## config.mk

```make
export PLATFORM = sky130hd
export DESIGN_NAME = sha1_round_sched
export DESIGN_NICKNAME = d
export VERILOG_FILES = /design/src/rtl/sha1_round_sched.sv
export SDC_FILE = /design/constraint.sdc
export NUM_CORES = 1
export LEC_CHECK = 0
export ABC_AREA = 0
export ABC_CLOCK_PERIOD_IN_PS = 6600
export CELL_PAD_IN_SITES_DETAIL_PLACEMENT = 0
export CELL_PAD_IN_SITES_GLOBAL_PLACEMENT = 1
export CORE_UTILIZATION = 41
export CTS_CLUSTER_DIAMETER = 120
export DETAILED_ROUTE_END_ITERATION = 8
export PLACE_DENSITY = 0.95
export SETUP_SLACK_MARGIN = 0.5
export SYNTH_ARGS = -nofsm -noshare
export SYNTH_HDL_FRONTEND = slang
export SYNTH_SLANG_ARGS = --single-unit
```

## constraint.sdc

```tcl
create_clock -name clk -period 6.6 [get_ports clk]
set_input_delay 1.65 -clock clk [delete_from_list [all_inputs] [get_ports clk]]
set_output_delay 1.65 -clock clk [all_outputs]
set_load 0.03 [all_outputs]
```

## src/rtl/sha1_round_sched.sv

```systemverilog
// -----------------------------------------------------------------------------
// sha1_round_sched
//   Round scheduler for a pipelined SHA-1 core. The 80 compression rounds are
//   split evenly across NUM_STAGES round engines, each running ROUNDS rounds.
//   A job enters stage 0 when the host start is acknowledged. It walks through
//   the stages and raises a registered done pulse with its tag after the last
//   round. Back-to-back jobs issue with no bubble. A global stall freezes every
//   stage.
//
// Ports
//   clk, reset        rising-edge clock, asynchronous active-high reset
//   start/start_tag   host issue request and the tag for that block
//   start_ack         combinational; the request is taken at this edge
//   stall             holds every stage counter for the cycle
//   stage_busy[k]     stage k holds a job
//   stage_load[k]     registered pulse in stage k's first active cycle
//   stage_round       7 bits per stage, global round index (0 when idle)
//   stage_tag         TAG_W bits per stage, tag held by stage k
//   busy              stage_busy[0]
//   occupancy         number of busy stages (registered)
//   done/done_tag     one-cycle completion pulse and the finished job's tag
// -----------------------------------------------------------------------------

// One round engine's control. It holds busy, a local round counter and the tag.
// A load takes priority over finishing, so a stage reloads in the same edge it
// hands its previous job on. This is what makes issue zero-bubble.
module sha1_round_stage #(
  parameter int ROUNDS = 20,
  parameter int TAG_W  = 4,
  parameter int BASE   = 0
) (
  input  logic             clk,
  input  logic             rst,
  input  logic             stall_i,
  input  logic             load_i,
  input  logic [TAG_W-1:0] load_tag_i,
  output logic             busy_o,
  output logic             busy_nxt_o,
  output logic             last_o,
  output logic             load_o,
  output logic [6:0]       round_o,
  output logic [TAG_W-1:0] tag_o
);
  localparam int            LCW     = (ROUNDS > 1) ? $clog2(ROUNDS) : 1;
  localparam logic [LCW-1:0] LC_LAST = LCW'(ROUNDS - 1);
  localparam logic [6:0]     RBASE   = 7'(BASE);

  logic             busy_q, busy_d;
  logic [LCW-1:0]   lc_q, lc_d;
  logic [TAG_W-1:0] tag_q, tag_d;
  logic             load_q, load_d;
  logic             last;

  assign last = busy_q & (lc_q == LC_LAST);

  always_comb begin
    busy_d = busy_q;
    lc_d   = lc_q;
    tag_d  = tag_q;
    load_d = 1'b0;
    if (!stall_i) begin
      if (load_i) begin
        busy_d = 1'b1;
        lc_d   = '0;
        tag_d  = load_tag_i;
        load_d = 1'b1;
      end else if (last) begin
        busy_d = 1'b0;
        lc_d   = '0;
      end else if (busy_q) begin
        lc_d   = lc_q + LCW'(1);
      end
    end
  end

  always_ff @(posedge clk or posedge rst) begin
    if (rst) begin
      busy_q <= 1'b0;
      lc_q   <= '0;
      tag_q  <= '0;
      load_q <= 1'b0;
    end else begin
      busy_q <= busy_d;
      lc_q   <= lc_d;
      tag_q  <= tag_d;
      load_q <= load_d;
    end
  end

  assign busy_o     = busy_q;
  assign busy_nxt_o = busy_d;
  assign last_o     = last;
  assign load_o     = load_q;
  assign tag_o      = tag_q;
  // Idle stages report round 0 so that downstream W-schedule indexing stays clean.
  assign round_o    = busy_q ? (RBASE + 7'(lc_q)) : 7'd0;
endmodule

module sha1_round_sched #(
  parameter int NUM_STAGES = 4,
  parameter int TAG_W      = 4
) (
  input  logic                              clk,
  input  logic                              reset,
  input  logic                              start,
  input  logic [TAG_W-1:0]                  start_tag,
  output logic                              start_ack,
  input  logic                              stall,
  output logic [NUM_STAGES-1:0]             stage_busy,
  output logic [NUM_STAGES-1:0]             stage_load,
  output logic [7*NUM_STAGES-1:0]           stage_round,
  output logic [TAG_W*NUM_STAGES-1:0]       stage_tag,
  output logic                              busy,
  output logic [$clog2(NUM_STAGES+1)-1:0]   occupancy,
  output logic                              done,
  output logic [TAG_W-1:0]                  done_tag
);
  localparam int ROUNDS = 80 / NUM_STAGES;
  localparam int OCC_W  = $clog2(NUM_STAGES + 1);

  if ((80 % NUM_STAGES) != 0) begin : g_bad_num_stages
    $error("sha1_round_sched: NUM_STAGES must divide 80");
  end

  logic [NUM_STAGES-1:0]             busy_s, busy_nxt_s, last_s, load_s, ld_in;
  logic [NUM_STAGES-1:0][TAG_W-1:0]  tag_s, ld_tag_in;
  logic [NUM_STAGES-1:0][6:0]        round_s;

  // Stage 0 can take a new block when it is empty or finishing this edge.
  assign start_ack = start & ~stall & (~busy_s[0] | last_s[0]);

  // Load chain: stage 0 loads from issue, stage k from stage k-1's last round.
  assign ld_in[0]     = start_ack;
  assign ld_tag_in[0] = start_tag;
  if (NUM_STAGES > 1) begin : g_chain
    assign ld_in[NUM_STAGES-1:1]     = last_s[NUM_STAGES-2:0];
    assign ld_tag_in[NUM_STAGES-1:1] = tag_s[NUM_STAGES-2:0];
  end

  for (genvar k = 0; k < NUM_STAGES; k++) begin : g_stage
    sha1_round_stage #(
      .ROUNDS (ROUNDS),
      .TAG_W  (TAG_W),
      .BASE   (k * ROUNDS)
    ) u_stage (
      .clk        (clk),
      .rst        (reset),
      .stall_i    (stall),
      .load_i     (ld_in[k]),
      .load_tag_i (ld_tag_in[k]),
      .busy_o     (busy_s[k]),
      .busy_nxt_o (busy_nxt_s[k]),
      .last_o     (last_s[k]),
      .load_o     (load_s[k]),
      .round_o    (round_s[k]),
      .tag_o      (tag_s[k])
    );
  end

  // Completion and occupancy bookkeeping.
  logic             done_q, done_d;
  logic [TAG_W-1:0] done_tag_q, done_tag_d;
  logic [OCC_W-1:0] occ_q, occ_d;

  always_comb begin
    done_d     = ~stall & last_s[NUM_STAGES-1];
    done_tag_d = done_d ? tag_s[NUM_STAGES-1] : done_tag_q;
    // Registering the popcount of next-state busy keeps occupancy aligned with stage_busy.
    occ_d      = OCC_W'($countones(busy_nxt_s));
  end

  always_ff @(posedge clk or posedge reset) begin
    if (reset) begin
      done_q     <= 1'b0;
      done_tag_q <= '0;
      occ_q      <= '0;
    end else begin
      done_q     <= done_d;
      done_tag_q <= done_tag_d;
      occ_q      <= occ_d;
    end
  end

  assign stage_busy  = busy_s;
  assign stage_load  = load_s;
  assign stage_round = round_s;
  assign stage_tag   = tag_s;
  assign busy        = busy_s[0];
  assign occupancy   = occ_q;
  assign done        = done_q;
  assign done_tag    = done_tag_q;
endmodule
```

Word level (Yosys, flattened, before mapping)
Index checks and enable logic that the tools add are counted.
W data, S select, Z words.
{"block": "totals", "regBits": 52, "in_bits": 8, "out_inout_bits": 62, "word_cells": 91}
{"block": "op_classes", "addsub": 10, "n_eq_ne": 4, "mux": 36, "bitwise": 10, "reduce_logical": 12}
{"cell": "$mux W5", "n": 13}
{"cell": "$mux W7", "n": 3}
{"cell": "$add A5 B1 Y5 const B", "n": 4}
{"cell": "$eq A5 B5 Y1 const B", "n": 4}
{"cell": "$mux W1", "n": 20}
{"cell": "$reduce_and A2 Y1", "n": 8}
{"cell": "$add A6 B5 Y7 const A", "n": 2}
{"cell": "$reduce_bool A3 Y1", "n": 4}
{"cell": "$and A1 B1 Y1", "n": 7}
{"cell": "$add A5 B5 Y6 const A", "n": 1}
{"cell": "$add A1 B1 Y2", "n": 2}
{"cell": "$add A2 B2 Y3", "n": 1}
{"cell": "$not A1 Y1", "n": 2}
{"cell": "$or A1 B1 Y1", "n": 1}

Depth between registers and ports, before layout
{"block": "depth", "word_depth": 8, "depth_mapped": 9, "mapped_depth_nobuf": 9}

Hierarchy
From an unflattened synthesis, not the netlist that was laid out.
{"block": "hier_totals", "cells_unflattened": 253, "area_unflattened_um2": 2750.1}
{"module": "sha1_round_stage at g_stage[3].u_stage", "instances": 1, "cells_each": 61, "area_per_inst_um2": 615.6}
{"module": "sha1_round_stage at g_stage[1].u_stage", "instances": 1, "cells_each": 60, "area_per_inst_um2": 601.8}
{"module": "sha1_round_stage at g_stage[2].u_stage", "instances": 1, "cells_each": 53, "area_per_inst_um2": 588.1}
{"module": "sha1_round_stage at g_stage[0].u_stage", "instances": 1, "cells_each": 53, "area_per_inst_um2": 578.1}
{"module": "sha1_round_sched", "instances": 1, "cells_each": 26, "area_per_inst_um2": 366.6}

Worst setup path after synthesis
Ideal clock, no wire load.
{"block": "synth_path", "path_type": "input port to output port", "from": "input port stall", "to": "output port start_ack", "arrival_ns": 2.502, "slack_ns": 2.448, "cell_stages": 3, "cell_sequence": "buf_2 -> nand2b_1 -> a21oi_1"}
{"block": "synth_via", "elab_chain_cells": 3}
{"element": "from (decl)", "line_no": "108", "rtl": "input logic stall,"}
{"element": "$not A1 Y1 (no source line)"}
{"element": "$and A1 B1 Y1 (2 in a row)", "line_no": "130", "rtl": "assign start_ack = start & ~stall & (~busy_s[0] | last_s[0]);"}
{"element": "to (decl)", "line_no": "107", "rtl": "output logic start_ack,"}
Every way passes these cells.

Worst setup path after layout
Same ends and word-level chain as after synthesis.

==> reports/qor.yml <==
logic_synthesis:
  syn_avg_cell_area_sq_um: 10.8
  yosysWarnings: 0
  muxShareOfSynthArea: 0.0862
  ys_top_cells_by_area: "dfrtp_1 (47%), mux2_2 (8.6%), ha_1 (5.9%)"
  synth_xor_area_frac: 0.0128
  syn_area_sq_um: 2740
  synth-simple-area-share: 0.175
  synth_most_common_cell: "dfrtp_1"
  synth_common_cells: "dfrtp_1 (52), mux2_2 (21), and2_1 (18)"
  synth_top_family_by_area: "simple AND/OR/NAND/NOR gates"
  async_reset_ff_frac: 1.00
  syn_inst: 253
  synth-compound-area-share: 0.117
  synthAdderAreaFrac: 0.0666
  synthFlopType: "dfrtp_1"
  yosysTopAreaCellShare: 0.474
  ys_ff_latch: 52
  synth_edf_count: 0
  seq_area_frac_synth: 0.474
  yosysUniqueCellTypes: 47
  synth_area_leader_cell: "dfrtp_1"
timing:
  maxSlewHeadroom: 0.287
  hold_ws_ns: 0.521
  slew_viol_final: 0
  fin_setup_tns_ns: 0
  setup_viol: 0
  worstMarginPinSlew_ns: 1.07
  rsz0062_at_grt: "no"
  post-route-period-util: 0.751
  fmax_ghz: 0.202
  skew_ns: 0.00885
  min_period_ns: 4.96
  hold_viol: 0
setup_path:
  end_kind: "output pin"
  crit_fanout: 21
  worstPathRequired_ns: 4.95
  worstSetupPathType: "in2out"
  rrSetupSlack_ns: 3.92
  slowest_delay_ns: 0.68
  reg2regPathDepth: 8
  r2r_end: "occupancy[1]"
  crit_path_frequent_cell: "clkdlybuf4s50_1"
  crit_slowest_cell: "clkdlybuf4s50_1"
  path_buf_inv: 3
  cp_top_family: "buffers and inverters"
  worst-path-stages: 5
  arrival_ns: 3.31
  rr_startpoint: "g_stage[2].u_stage.lc_q[0]"
  cp-start-kind: "input pin"
  worstPathCellList: "clkdlybuf4s50_1 -> buf_4 -> nand2b_1 -> a21oi_1 -> clkdlybuf4s50_1"
die:
  start_util: 0.429
  num_rows: 29
  die_x_um: 83.8
  ios: 70
  fp.dieArea_sq_um: 7020
  core-area_sq_um: 6390
  die_h_um: 83.8
clocking:
  post_cts_buffers: 0
  clkTransAtPathRegs_ns: 0.10
  cts_hold_buffers: 0
  root_buffer: "clkbuf_8"
  cts_made_buffers: 5
  cts_tree: "built"
  cts_buffer_depth: 2
  cts_sinks: 52
  insertion_delay_ns: 0.31
  h-tree-depth: 2
  postCtsResizedCells: 0
placement:
  placed_cells: 380
  dp_hpwl_mm: 3.86
  port_buffers: 66
  gp_congestion: 0.796
power_and_ir_drop:
  p_per_area_nw_per_um2: 249
  p_leak_nw: 1.57
  ir_worst_vdd_mv: 0.110
finish:
  drive_gt1_frac: 0.125
  post-route-util: 0.545
  fin_cells: 388
  final_nets: 332
  areaGrowthSynthToFinish_pct: 26.9
  antenna_cells: 0
global_route:
  grt-ovfl-total: 0
  grt_pass1_vias: 1955
  grt_antenna_before_repair: 0
  grt_use_total: 0.165
  grt_first_pass_wirelength_mm: 9.45
  grt_max_degree: 53
min_path:
  worstHoldStart: "done_tag[2]"
  holdCritPathClass: "reg2reg"
  holdPathStages: 1
  worstHoldEndpoint: "done_tag[2]"
run:
  max_cap_viol_count: 0
drt:
  wl_met1_mm: 2.47
  vias: 1975
  wl_per_cell_um: 13.9
  drt_wl_total_mm: 5.38
  first_iter_violations: 89
  route.met3.wl_um: 208
  drtAntennaViolNets: 0
  met2WireLength_mm: 2.66
  drc: 0
  routed_via_density: 5.09
  first_pass_iters: 4
  routed.top_layer: "met4"
status:
  status: "finished clean"
worst max-delay path by stage:
| stage | from | to | slack (ns) |
|---|---|---|---|
| 3_5_place_dp | stall | start_ack | 1.63 |
| 3_3_place_gp | stall | start_ack | 1.64 |
| 2_1_floorplan | stall | start_ack | 2.45 |
| 6_report | stall | start_ack | 1.64 |
| 5_1_grt | stall | start_ack | 1.56 |
| 4_1_cts | stall | start_ack | 1.63 |
final cells by class:
| class | instances | area (sq um) |
|---|---|---|
| well taps | 77 | 96.3 |
| repair buffers | 67 | 668 |
| flip-flops and latches | 52 | 1300 |
| clock buffers | 5 | 68.8 |
| multi-input cells | 170 | 1270 |
| fillers | 556 | 2910 |
| clock inverters | 3 | 25.0 |
| inverters | 14 | 55.1 |
flip-flops by register name (all words and copies together), names as in the netlist:
signal,cells
g_stage.u_stage.lc_q,20
occupancy,3
done,1
g_stage.u_stage.tag_o,16
g_stage.u_stage.busy_o,4
done_tag,4
g_stage.u_stage.load_o,4
placed cells by master, fill, tap and decap left out, drive strengths merged, types with 3 or more instances in the layout:
master | netlist | routed
and3 | 3 | 3
a21oi | 10 | 10
clkbuf | 3 | 5
nand2 | 16 | 16
dfrtp | 52 | 52
o21ai | 15 | 15
inv | 14 | 16
nor2b | 12 | 12
xnor2 | 4 | 4
ha | 13 | 13
nand2b | 5 | 5
a31oi | 3 | 3
nor3 | 3 | 3
nand3 | 8 | 8
conb | 1 | 3
nor2 | 9 | 9
a22o | 4 | 4
mux2 | 21 | 21
and2 | 18 | 18
clkdlybuf4s50 | 0 | 66
cell families after synthesis:
| group | after synthesis |
|---|---|
| adders and majority gates | 14 |
| xor gates and xnor gates | 4 |
| other | 1 |
| and+or+nand+nor | 83 |
| AOI/OAI and AO/OA | 45 |
| muxes | 21 |
| DFF | 52 |
| buffers and inverters | 33 |
metrics by stage:
stage | area [sq um] | worst slack [ns] | power, mW
after floorplan | 2750 | 2.45 | 0.578
after global placement | 3390 | 1.64 | 0.679
after detailed placement | 3390 | 1.63 | 0.685
after CTS | 3480 | 1.63 | 0.876
after global routing | 3480 | 1.56 | 0.914
final | 3480 | 1.64 | 0.868
routing by layer:
layer | track usage | vias up
li1 | - | 977
met1 | 0.219 | 950
met2 | 0.277 | 44
met3 | 0.0366 | 4
met4 | 0.0370 | 0
met5 | 0 | -
report_power, final:
part           internal, mW  switching [mW]  leakage (nW)
Clock                0.0775           0.112        0.0452
Combinational         0.126           0.149         0.846
Sequential            0.358          0.0447         0.675
Total                 0.562           0.306          1.57
(Power assumes the default switching activity.)
